$ cat src/rtl/multicycle_ctrl_if.sv
// Bundle of control-sequencer signals shared between the sequencer (master)
// and the datapath / memories it drives (slave).
interface multicycle_ctrl_if;
    logic        start;
    logic [31:0] instr;
    logic [2:0]  alu_flags;
    logic        imem_en;
    logic [31:0] ir;
    logic [2:0]  flags;
    logic [3:0]  alu_op;
    logic        alu_src;
    logic        mem_rd;
    logic        mem_wr;
    logic        reg_we;
    logic [1:0]  w_select;
    logic        mem_to_reg;
    logic        jal;
    logic        j_select;
    logic        jmp_reg;
    logic        jmp_instr;
    logic [2:0]  jmp_type;
    logic [1:0]  flag_select;
    logic        pc_we;
    logic        halted;
    logic [2:0]  state;

    modport master (
        input  start, instr, alu_flags,
        output imem_en, ir, flags, alu_op, alu_src, mem_rd, mem_wr, reg_we,
               w_select, mem_to_reg, jal, j_select, jmp_reg, jmp_instr,
               jmp_type, flag_select, pc_we, halted, state
    );

    modport slave (
        output start, instr, alu_flags,
        input  imem_en, ir, flags, alu_op, alu_src, mem_rd, mem_wr, reg_we,
               w_select, mem_to_reg, jal, j_select, jmp_reg, jmp_instr,
               jmp_type, flag_select, pc_we, halted, state
    );
endinterface

$ cat src/rtl/multicycle_ctrl.sv
// Multi-cycle FETCH/DECODE/EXEC/MEM/WB sequencer: owns the instruction and
// flags registers and emits Moore-style datapath selects from state and ir.
module multicycle_ctrl (
    input  logic              clk,
    input  logic              rst_n,
    multicycle_ctrl_if.master bus
);
    typedef enum logic [2:0] {
        S_IDLE   = 3'd0,
        S_FETCH  = 3'd1,
        S_DECODE = 3'd2,
        S_EXEC   = 3'd3,
        S_MEM    = 3'd4,
        S_WB     = 3'd5,
        S_HALT   = 3'd6
    } state_t;

    typedef struct packed {
        logic       imem_en;
        logic [3:0] alu_op;
        logic       alu_src;
        logic       mem_rd;
        logic       mem_wr;
        logic       reg_we;
        logic [1:0] w_select;
        logic       mem_to_reg;
        logic       jal;
        logic       j_select;
        logic       jmp_reg;
        logic       jmp_instr;
        logic [2:0] jmp_type;
        logic [1:0] flag_select;
        logic       pc_we;
        logic       halted;
    } ctrl_t;

    state_t      state_q, state_d;
    logic [31:0] ir_q;
    logic [2:0]  flags_q;
    ctrl_t       ctl;

    logic [5:0] op;
    logic [2:0] cls;
    logic       is_alu, is_mem, is_load, is_branch;

    assign op        = ir_q[31:26];
    assign cls       = op[5:3];
    assign is_alu    = (cls == 3'b000) || (cls == 3'b001);
    assign is_mem    = (cls == 3'b010);
    assign is_load   = is_mem && !op[0];
    assign is_branch = (cls == 3'b011);

    // NOTE: sequential state uses non-blocking assignments so every register
    // samples pre-edge values regardless of statement order.
    always_ff @(posedge clk or negedge rst_n) begin
        if (!rst_n) begin
            state_q <= S_IDLE;
            ir_q    <= '0;
            flags_q <= '0;
        end else begin
            state_q <= state_d;
            if (state_q == S_DECODE)
                ir_q <= bus.instr;
            if (state_q == S_EXEC && is_alu)
                flags_q <= bus.alu_flags;
        end
    end

    // NOTE: every always_comb target gets a default first so no path leaves it
    // unassigned and infers a latch.
    always_comb begin
        state_d = state_q;
        case (state_q)
            S_IDLE:   if (bus.start) state_d = S_FETCH;
            S_FETCH:  state_d = S_DECODE;
            // ir is not loaded yet, so the halt decision looks at the BRAM data
            S_DECODE: state_d = (bus.instr[31:26] == 6'b111111) ? S_HALT : S_EXEC;
            S_EXEC: begin
                if (is_alu)      state_d = S_WB;
                else if (is_mem) state_d = S_MEM;
                else             state_d = S_FETCH;
            end
            S_MEM:    state_d = is_load ? S_WB : S_FETCH;
            S_WB:     state_d = S_FETCH;
            S_HALT:   state_d = S_HALT;
            default:  state_d = S_IDLE;
        endcase
    end

    always_comb begin
        ctl = '0;
        case (state_q)
            S_FETCH: ctl.imem_en = 1'b1;
            S_EXEC: begin
                if (cls == 3'b000) begin
                    ctl.alu_op = ir_q[3:0];
                end else if (cls == 3'b001) begin
                    ctl.alu_op  = {1'b0, op[2:0]};
                    ctl.alu_src = 1'b1;
                end else if (is_mem) begin
                    ctl.alu_src = 1'b1;
                end else if (is_branch) begin
                    ctl.jmp_instr = 1'b1;
                    ctl.pc_we     = 1'b1;
                    ctl.jmp_type  = op[2:0];
                    case (op[2:0])
                        3'b000: ctl.j_select = 1'b1;
                        3'b001: ctl.jmp_reg  = 1'b1;
                        3'b010: begin
                            ctl.j_select = 1'b1;
                            ctl.jal      = 1'b1;
                            ctl.w_select = 2'b01;
                            ctl.reg_we   = 1'b1;
                        end
                        3'b101, 3'b110: ctl.flag_select = 2'b01;
                        3'b111:         ctl.flag_select = 2'b10;
                        default:        ctl.flag_select = 2'b00;
                    endcase
                end else begin
                    ctl.pc_we = 1'b1;
                end
            end
            S_MEM: begin
                if (is_load) begin
                    ctl.mem_rd = 1'b1;
                end else begin
                    ctl.mem_wr = 1'b1;
                    ctl.pc_we  = 1'b1;
                end
            end
            S_WB: begin
                ctl.reg_we = 1'b1;
                ctl.pc_we  = 1'b1;
                if (is_load) begin
                    ctl.w_select   = 2'b10;
                    ctl.mem_to_reg = 1'b1;
                end else begin
                    ctl.w_select = 2'b11;
                end
            end
            S_HALT:  ctl.halted = 1'b1;
            default: ;
        endcase
    end

    assign bus.state       = state_q;
    assign bus.ir          = ir_q;
    assign bus.flags       = flags_q;
    assign bus.imem_en     = ctl.imem_en;
    assign bus.alu_op      = ctl.alu_op;
    assign bus.alu_src     = ctl.alu_src;
    assign bus.mem_rd      = ctl.mem_rd;
    assign bus.mem_wr      = ctl.mem_wr;
    assign bus.reg_we      = ctl.reg_we;
    assign bus.w_select    = ctl.w_select;
    assign bus.mem_to_reg  = ctl.mem_to_reg;
    assign bus.jal         = ctl.jal;
    assign bus.j_select    = ctl.j_select;
    assign bus.jmp_reg     = ctl.jmp_reg;
    assign bus.jmp_instr   = ctl.jmp_instr;
    assign bus.jmp_type    = ctl.jmp_type;
    assign bus.flag_select = ctl.flag_select;
    assign bus.pc_we       = ctl.pc_we;
    assign bus.halted      = ctl.halted;
endmodule
$ cat src/flat_wrapper.sv
// flat-port wrapper written by rule: the top's interface ports become plain ports
module multicycle_ctrl_flat 
  (clk, rst_n, bus_start, bus_instr, bus_alu_flags, bus_imem_en, bus_ir, bus_flags, bus_alu_op, bus_alu_src, bus_mem_rd, bus_mem_wr, bus_reg_we, bus_w_select, bus_mem_to_reg, bus_jal, bus_j_select, bus_jmp_reg, bus_jmp_instr, bus_jmp_type, bus_flag_select, bus_pc_we, bus_halted, bus_state);
  multicycle_ctrl_if bus_i ();
  input  logic clk;
  input  logic rst_n;
  input wire logic [$bits(bus_i.start)-1:0] bus_start;
  input wire logic [$bits(bus_i.instr)-1:0] bus_instr;
  input wire logic [$bits(bus_i.alu_flags)-1:0] bus_alu_flags;
  output wire logic [$bits(bus_i.imem_en)-1:0] bus_imem_en;
  output wire logic [$bits(bus_i.ir)-1:0] bus_ir;
  output wire logic [$bits(bus_i.flags)-1:0] bus_flags;
  output wire logic [$bits(bus_i.alu_op)-1:0] bus_alu_op;
  output wire logic [$bits(bus_i.alu_src)-1:0] bus_alu_src;
  output wire logic [$bits(bus_i.mem_rd)-1:0] bus_mem_rd;
  output wire logic [$bits(bus_i.mem_wr)-1:0] bus_mem_wr;
  output wire logic [$bits(bus_i.reg_we)-1:0] bus_reg_we;
  output wire logic [$bits(bus_i.w_select)-1:0] bus_w_select;
  output wire logic [$bits(bus_i.mem_to_reg)-1:0] bus_mem_to_reg;
  output wire logic [$bits(bus_i.jal)-1:0] bus_jal;
  output wire logic [$bits(bus_i.j_select)-1:0] bus_j_select;
  output wire logic [$bits(bus_i.jmp_reg)-1:0] bus_jmp_reg;
  output wire logic [$bits(bus_i.jmp_instr)-1:0] bus_jmp_instr;
  output wire logic [$bits(bus_i.jmp_type)-1:0] bus_jmp_type;
  output wire logic [$bits(bus_i.flag_select)-1:0] bus_flag_select;
  output wire logic [$bits(bus_i.pc_we)-1:0] bus_pc_we;
  output wire logic [$bits(bus_i.halted)-1:0] bus_halted;
  output wire logic [$bits(bus_i.state)-1:0] bus_state;
  assign bus_i.start = bus_start;
  assign bus_i.instr = bus_instr;
  assign bus_i.alu_flags = bus_alu_flags;
  assign bus_imem_en = bus_i.imem_en;
  assign bus_ir = bus_i.ir;
  assign bus_flags = bus_i.flags;
  assign bus_alu_op = bus_i.alu_op;
  assign bus_alu_src = bus_i.alu_src;
  assign bus_mem_rd = bus_i.mem_rd;
  assign bus_mem_wr = bus_i.mem_wr;
  assign bus_reg_we = bus_i.reg_we;
  assign bus_w_select = bus_i.w_select;
  assign bus_mem_to_reg = bus_i.mem_to_reg;
  assign bus_jal = bus_i.jal;
  assign bus_j_select = bus_i.j_select;
  assign bus_jmp_reg = bus_i.jmp_reg;
  assign bus_jmp_instr = bus_i.jmp_instr;
  assign bus_jmp_type = bus_i.jmp_type;
  assign bus_flag_select = bus_i.flag_select;
  assign bus_pc_we = bus_i.pc_we;
  assign bus_halted = bus_i.halted;
  assign bus_state = bus_i.state;
  multicycle_ctrl u_core (.clk(clk), .rst_n(rst_n), .bus(bus_i));
endmodule
$ cat config.mk
export PLATFORM = sky130hd
export DESIGN_NAME = multicycle_ctrl_flat
export DESIGN_NICKNAME = d
export VERILOG_FILES = /design/src/rtl/multicycle_ctrl_if.sv /design/src/rtl/multicycle_ctrl.sv /design/src/flat_wrapper.sv
export SDC_FILE = /design/constraint.sdc
export NUM_CORES = 1
export LEC_CHECK = 0
export BUFFER_PORTS_ARGS = -buffer_cell sky130_fd_sc_hd__buf_4
export CAP_MARGIN = 25
export CORE_AREA = 2 2 62 69
export CTS_BUF_LIST = sky130_fd_sc_hd__clkbuf_8 sky130_fd_sc_hd__clkbuf_16
export DETAILED_ROUTE_END_ITERATION = 12
export DIE_AREA = 0 0 64 71
export PLACE_DENSITY = 0.82
export SYNTH_ARGS = -nofsm -noshare
export SYNTH_HDL_FRONTEND = slang
export SYNTH_SLANG_ARGS = --single-unit
$ cat constraint.sdc
create_clock -name clk -period 3.2 [get_ports clk]
set_input_delay 0.64 -clock clk [delete_from_list [all_inputs] [get_ports clk]]
set_output_delay 0.64 -clock clk [all_outputs]
set_load 0.03 [all_outputs]
After elaboration in Yosys (flattened, before gate mapping) --
Cells that the tools add are included.
Storage, ports and cells: register bits after elaboration 38, input bits 38, output and inout bits 61, logic and storage cells 63
Operators by class: multiplexer cells 35, equal/unequal tests 16, reductions and logical operators 9
Operator list (number):
- two-way mux 3 bit | 11
- two-way mux 10 bit | 3
- one-hot mux 3 bit (7 select lines) | 1
- equality test 3 bit, second input constant | 6
- two-way mux 9 bit | 2
- equality test 3 x 2 -> 1 bit, second input constant | 5
- two-way mux 1 bit | 12
- equality test 3 x 1 -> 1 bit, second input constant | 3
- zero test 3 bit | 3
- equality test 6 bit, second input constant | 1
- one-hot mux 3 bit (2 select lines) | 1
- two-way mux 5 bit | 1
- two-way mux 4 bit | 1
- one-hot mux 2 bit (2 select lines) | 1
- OR reduction 2 bit | 2
- one-hot mux 1 bit (3 select lines) | 1
- logical AND 1 bit | 2
- two-way mux 2 bit | 1
- != test 2 bit, second input constant | 1
- zero test 1 bit | 1
- logical OR 1 bit | 1

Longest topological paths before layout --
depth in word-level cells 8, mapped depth 5, mapped depth without buffers 3

Worst setup path after synthesis --
Ideal clock, no wire load.
path kind register to output, from register u_core.state_q[0] (netlist: u_core.bus.state[0]), to output bus_jmp_reg, cell stages (with the launch flop) 5, path buffers 1, data required time 2.560 ns, arrival 2.132 ns, path slack 0.428 ns, cell sequence dfrtp_1 buf_2 and3b_1 and3_1 nor3b_1
On the way: longest elaborated chain between the ends 2
RTL lines:
- start, declared | RTL line multicycle_ctrl.sv:37 | state_t state_q, state_d;
- start signal, assigned | RTL line multicycle_ctrl.sv:61 | state_q <= state_d;
- equality test 3 x 2 -> 1 bit | RTL line multicycle_ctrl.sv:92 | case (state_q)
- two-way mux 9 bit | RTL line multicycle_ctrl.sv:92
- end, declared | RTL line flat_wrapper.sv:22 | output wire logic [$bits(bus_i.jmp_reg)-1:0] bus_jmp_reg;
No other way between the ends.

Worst setup path after layout --
from register u_core.ir_q[29] (netlist: u_core.bus.ir[29]), to output bus_mem_rd
On the way: longest elaborated chain between the ends 4
RTL lines:
- start, declared | RTL line multicycle_ctrl.sv:38 | logic [31:0] ir_q;
- start signal, assigned | RTL line multicycle_ctrl.sv:63 | ir_q <= bus.instr;
- equality test 3 x 2 -> 1 bit | RTL line multicycle_ctrl.sv:49 | assign is_mem = (cls == 3'b010);
- logical AND 1 bit | RTL line multicycle_ctrl.sv:50 | assign is_load = is_mem && !op[0];
- two-way mux 1 bit | RTL line multicycle_ctrl.sv:124 | if (is_load) begin
- two-way mux 2 bit | RTL line multicycle_ctrl.sv:92
- end, declared | RTL line flat_wrapper.sv:15 | output wire logic [$bits(bus_i.mem_rd)-1:0] bus_mem_rd;
No other way between the ends.

==> flow_metrics.py <==
metrics = {
    "clock_network": {
        "clock_latency_ns": 0.28,
        "cts_tree": "done",
        "root_buffer": "clkbuf_8",
        "ctsHtreeMaxLevel": 2,
        "postCtsSetupBuffers": 0,
        "cts_buffers": 5,
        "hold_buffers": 0,
        "cts-resized-gates": 0,
        "cts.path.max_buffers": 2,
        "path_clk_slew_ns": 0.07,
        "cts_sinks": 38,
    },
    "place": {
        "gp_congestion": 0.782,
        "dpl.hpwl_um": 3080,
        "place_area_um2": 2510,
        "port_buffers": 98,
    },
    "worst_setup_path": {
        "path_delay_family": "simple AND/OR/NAND/NOR gates",
        "end_kind": "output port",
        "cp.required_ns": 2.56,
        "arrival_ns": 1.96,
        "critPathLaunchType": "flop",
        "path_depth": 3,
        "path_cells": "or4b_2 -> nor3_1 -> buf_4",
        "r2r_setup_slack_ns": 1.48,
        "crit_fanout": 12,
        "cp_slowest_cell": "or4b_2",
        "crit_path_max_incr_delay_ns": 0.77,
        "path_class": "flop to output port",
        "ff2ff_path_depth": 4,
        "path_buf_inv": 1,
    },
    "finish": {
        "fillers": 328,
        "fin_util": 0.670,
        "stdcell_area_um2": 2590,
        "drive_gt1_frac": 0.605,
        "n_antenna_cell": 0,
        "area_delta_synth_final_pct": 48.5,
        "multi_input_area_um2": 742,
        "regArea_um2": 951,
        "final_net_count": 272,
    },
    "synthesis": {
        "seq_area_frac_synth": 0.544,
        "yosys.area.top_type": "dfrtp_1",
        "synth_edf_count": 0,
        "avgSynthCellArea_um2": 12.9,
        "synth_xor_area_frac": 0.0100,
        "synth_cell_types": 30,
        "synth_compound_gate_area_share": 0.0186,
        "synthAdderAreaFrac": 0,
        "syn_inst": 135,
        "ys_ff_latch": 38,
        "synth_top_cell_area_share": 0.544,
        "yosys.area_share.simple": 0.147,
        "synth_area_leaders": "dfrtp_1, mux2_2, mux2_4",
        "synth_top_family_by_area": "multiplexers",
        "yosys_warnings": 0,
        "synth_mux_area_frac": 0.249,
        "synthArstFlopShare": 1.00,
        "syn_nets": 173,
        "syn_area_um2": 1750,
        "synth_ff_type": "dfrtp_1",
    },
    "floorplanning": {
        "die_area_um2": 4540,
        "start_util": 0.451,
        "die_height_um": 71,
        "num_rows": 24,
        "core_area_um2": 3870,
        "die_w_um": 64,
        "io_pins": 99,
    },
    "run_status": {
        "outcome": "completed",
    },
    "drt": {
        "drtIter0Drc": 80,
        "vias": 1437,
        "antenna_left": 0,
        "vias_per_cell": 5.04,
        "wirelength_um": 4070,
        "remaining_drc_errors": 0,
        "dr.pass1.iters": 4,
        "wl_per_cell_um": 14.3,
    },
    "global_route": {
        "grt_pass1_vias": 1395,
        "grt_pass1_wl_um": 6370,
        "gr-total-overflow": 0,
        "grt_max_degree": 39,
        "grt_use_total": 0.181,
        "antenna_found_initial": 0,
    },
    "timing": {
        "finalHoldViolCount": 0,
        "finalSetupViolCount": 0,
        "finalSetupTns_ns": 0,
        "max-slew-margin-rel": 0.598,
        "tightest_slew_ns": 0.594,
        "max_freq_mhz": 385,
        "fin_crit_sh": 0.813,
        "fin_crit_ns": 2.60,
        "finalMaxSlewViolations": 0,
        "clock_skew_ns": 0.00466,
        "rsz0062_at_grt": "no",
    },
    "power_and_ir_drop": {
        "leakagePower_nw": 1.30,
        "ir_drop_uv": 552,
        "powerDensity_nw_per_um2": 1180,
    },
    "run": {
        "cap_violations": 0,
    },
    "min_path": {
        "hold_path_class": "input pin to async pin",
    },
}
[cell families (layout without fill, tap and decap cells)]
| logic type | Yosys count | in the layout |
|---|---|---|
| flip-flops | 38 | 38 |
| buffers and inverters | 10 | 108 |
| AO/OA/AOI/OAI | 6 | 6 |
| XOR/XNOR | 2 | 2 |
| AND/OR/NAND/NOR | 41 | 41 |
| multiplexers | 38 | 38 |
[power breakdown]
group          leakage (nW)  internal (W)  switching (W)
sequential            0.445      0.000734       0.000239
combinational         0.811      0.000788       0.000978
clock                0.0431      0.000166       0.000149
[layer usage]
layer  GRT usage  part of all wire  vias up
met2       0.326              0.52       61
met3      0.0477             0.074        2
met5           0                 0        -
li1            -                 -      679
met1       0.204              0.40      695
met4      0.0652            0.0066        0
[layout make-up]
cell class	count	area share
Clock buffer	6	0.0318
Inverter	3	0.00434
Multi-Input combinational cell	87	0.286
Sequential cell	38	0.366
Tap cell	52	0.0251
Timing Repair Buffer	99	0.286
[final timing paths]
path | start | end
max | u_core.bus.ir[29] | bus_mem_rd
min | rst_n | u_core.bus.flags[0]
max reg2reg | u_core.bus.state[0] | u_core.bus.ir[20]
min in group clk | u_core.bus.ir[22] | u_core.bus.ir[22]
max in group asynchronous | rst_n | u_core.bus.state[0]
min reg2reg | u_core.bus.ir[22] | u_core.bus.ir[22]
[per-stage QoR]
stage	hold slack, ns	instances	total power [W]	worst slack (ns)
2_1_floorplan	0.344	135	0.00214	0.428
3_3_place_gp	0.474	279	0.00273	0.920
3_5_place_dp	0.481	279	0.00277	0.905
4_1_cts	0.328	285	0.00309	0.600
5_1_grt	0.345	285	0.00322	0.453
6_report	0.308	285	0.00305	0.600
[placed cells by master (no fill, tap or decap), drive strengths merged]
cell type  netlist  layout
a21oi            3       3
and3b            3       3
nor3b            2       2
and3             6       6
o21ai            1       1
nor4b            1       1
nand2b           3       3
mux2            35      35
nand3b           3       3
clkbuf           0       6
nor2             7       7
dfrtp           38      38
xor2             1       1
inv              3       3
or3              1       1
or3b             1       1
and2             2       2
or4b             1       1
mux2i            3       3
nor3             6       6
nand2            2       2
buf              7      99
xnor2            1       1
o22ai            2       2
nand4bb          1       1
nand4            2       2
[synth_stat cells (2+ instances only)]
cell type	number
o22ai_1	2
buf_2	5
nor3_1	6
a21oi_1	3
nor3b_1	2
mux2_4	3
dfrtp_1	38
mux2i_1	3
nand4_1	2
and2_1	2
nor2_1	6
nand3b_1	3
and3_1	6
mux2_2	30
inv_1	3
and3b_1	3
nand2_1	2
mux2_1	2
nand2b_1	3
[registers in the layout (all words and copies together) (netlist names)]
name              flops
u_core.bus.ir        32
u_core.bus.state      3
u_core.bus.flags      3
(Power assumes the default switching activity.)
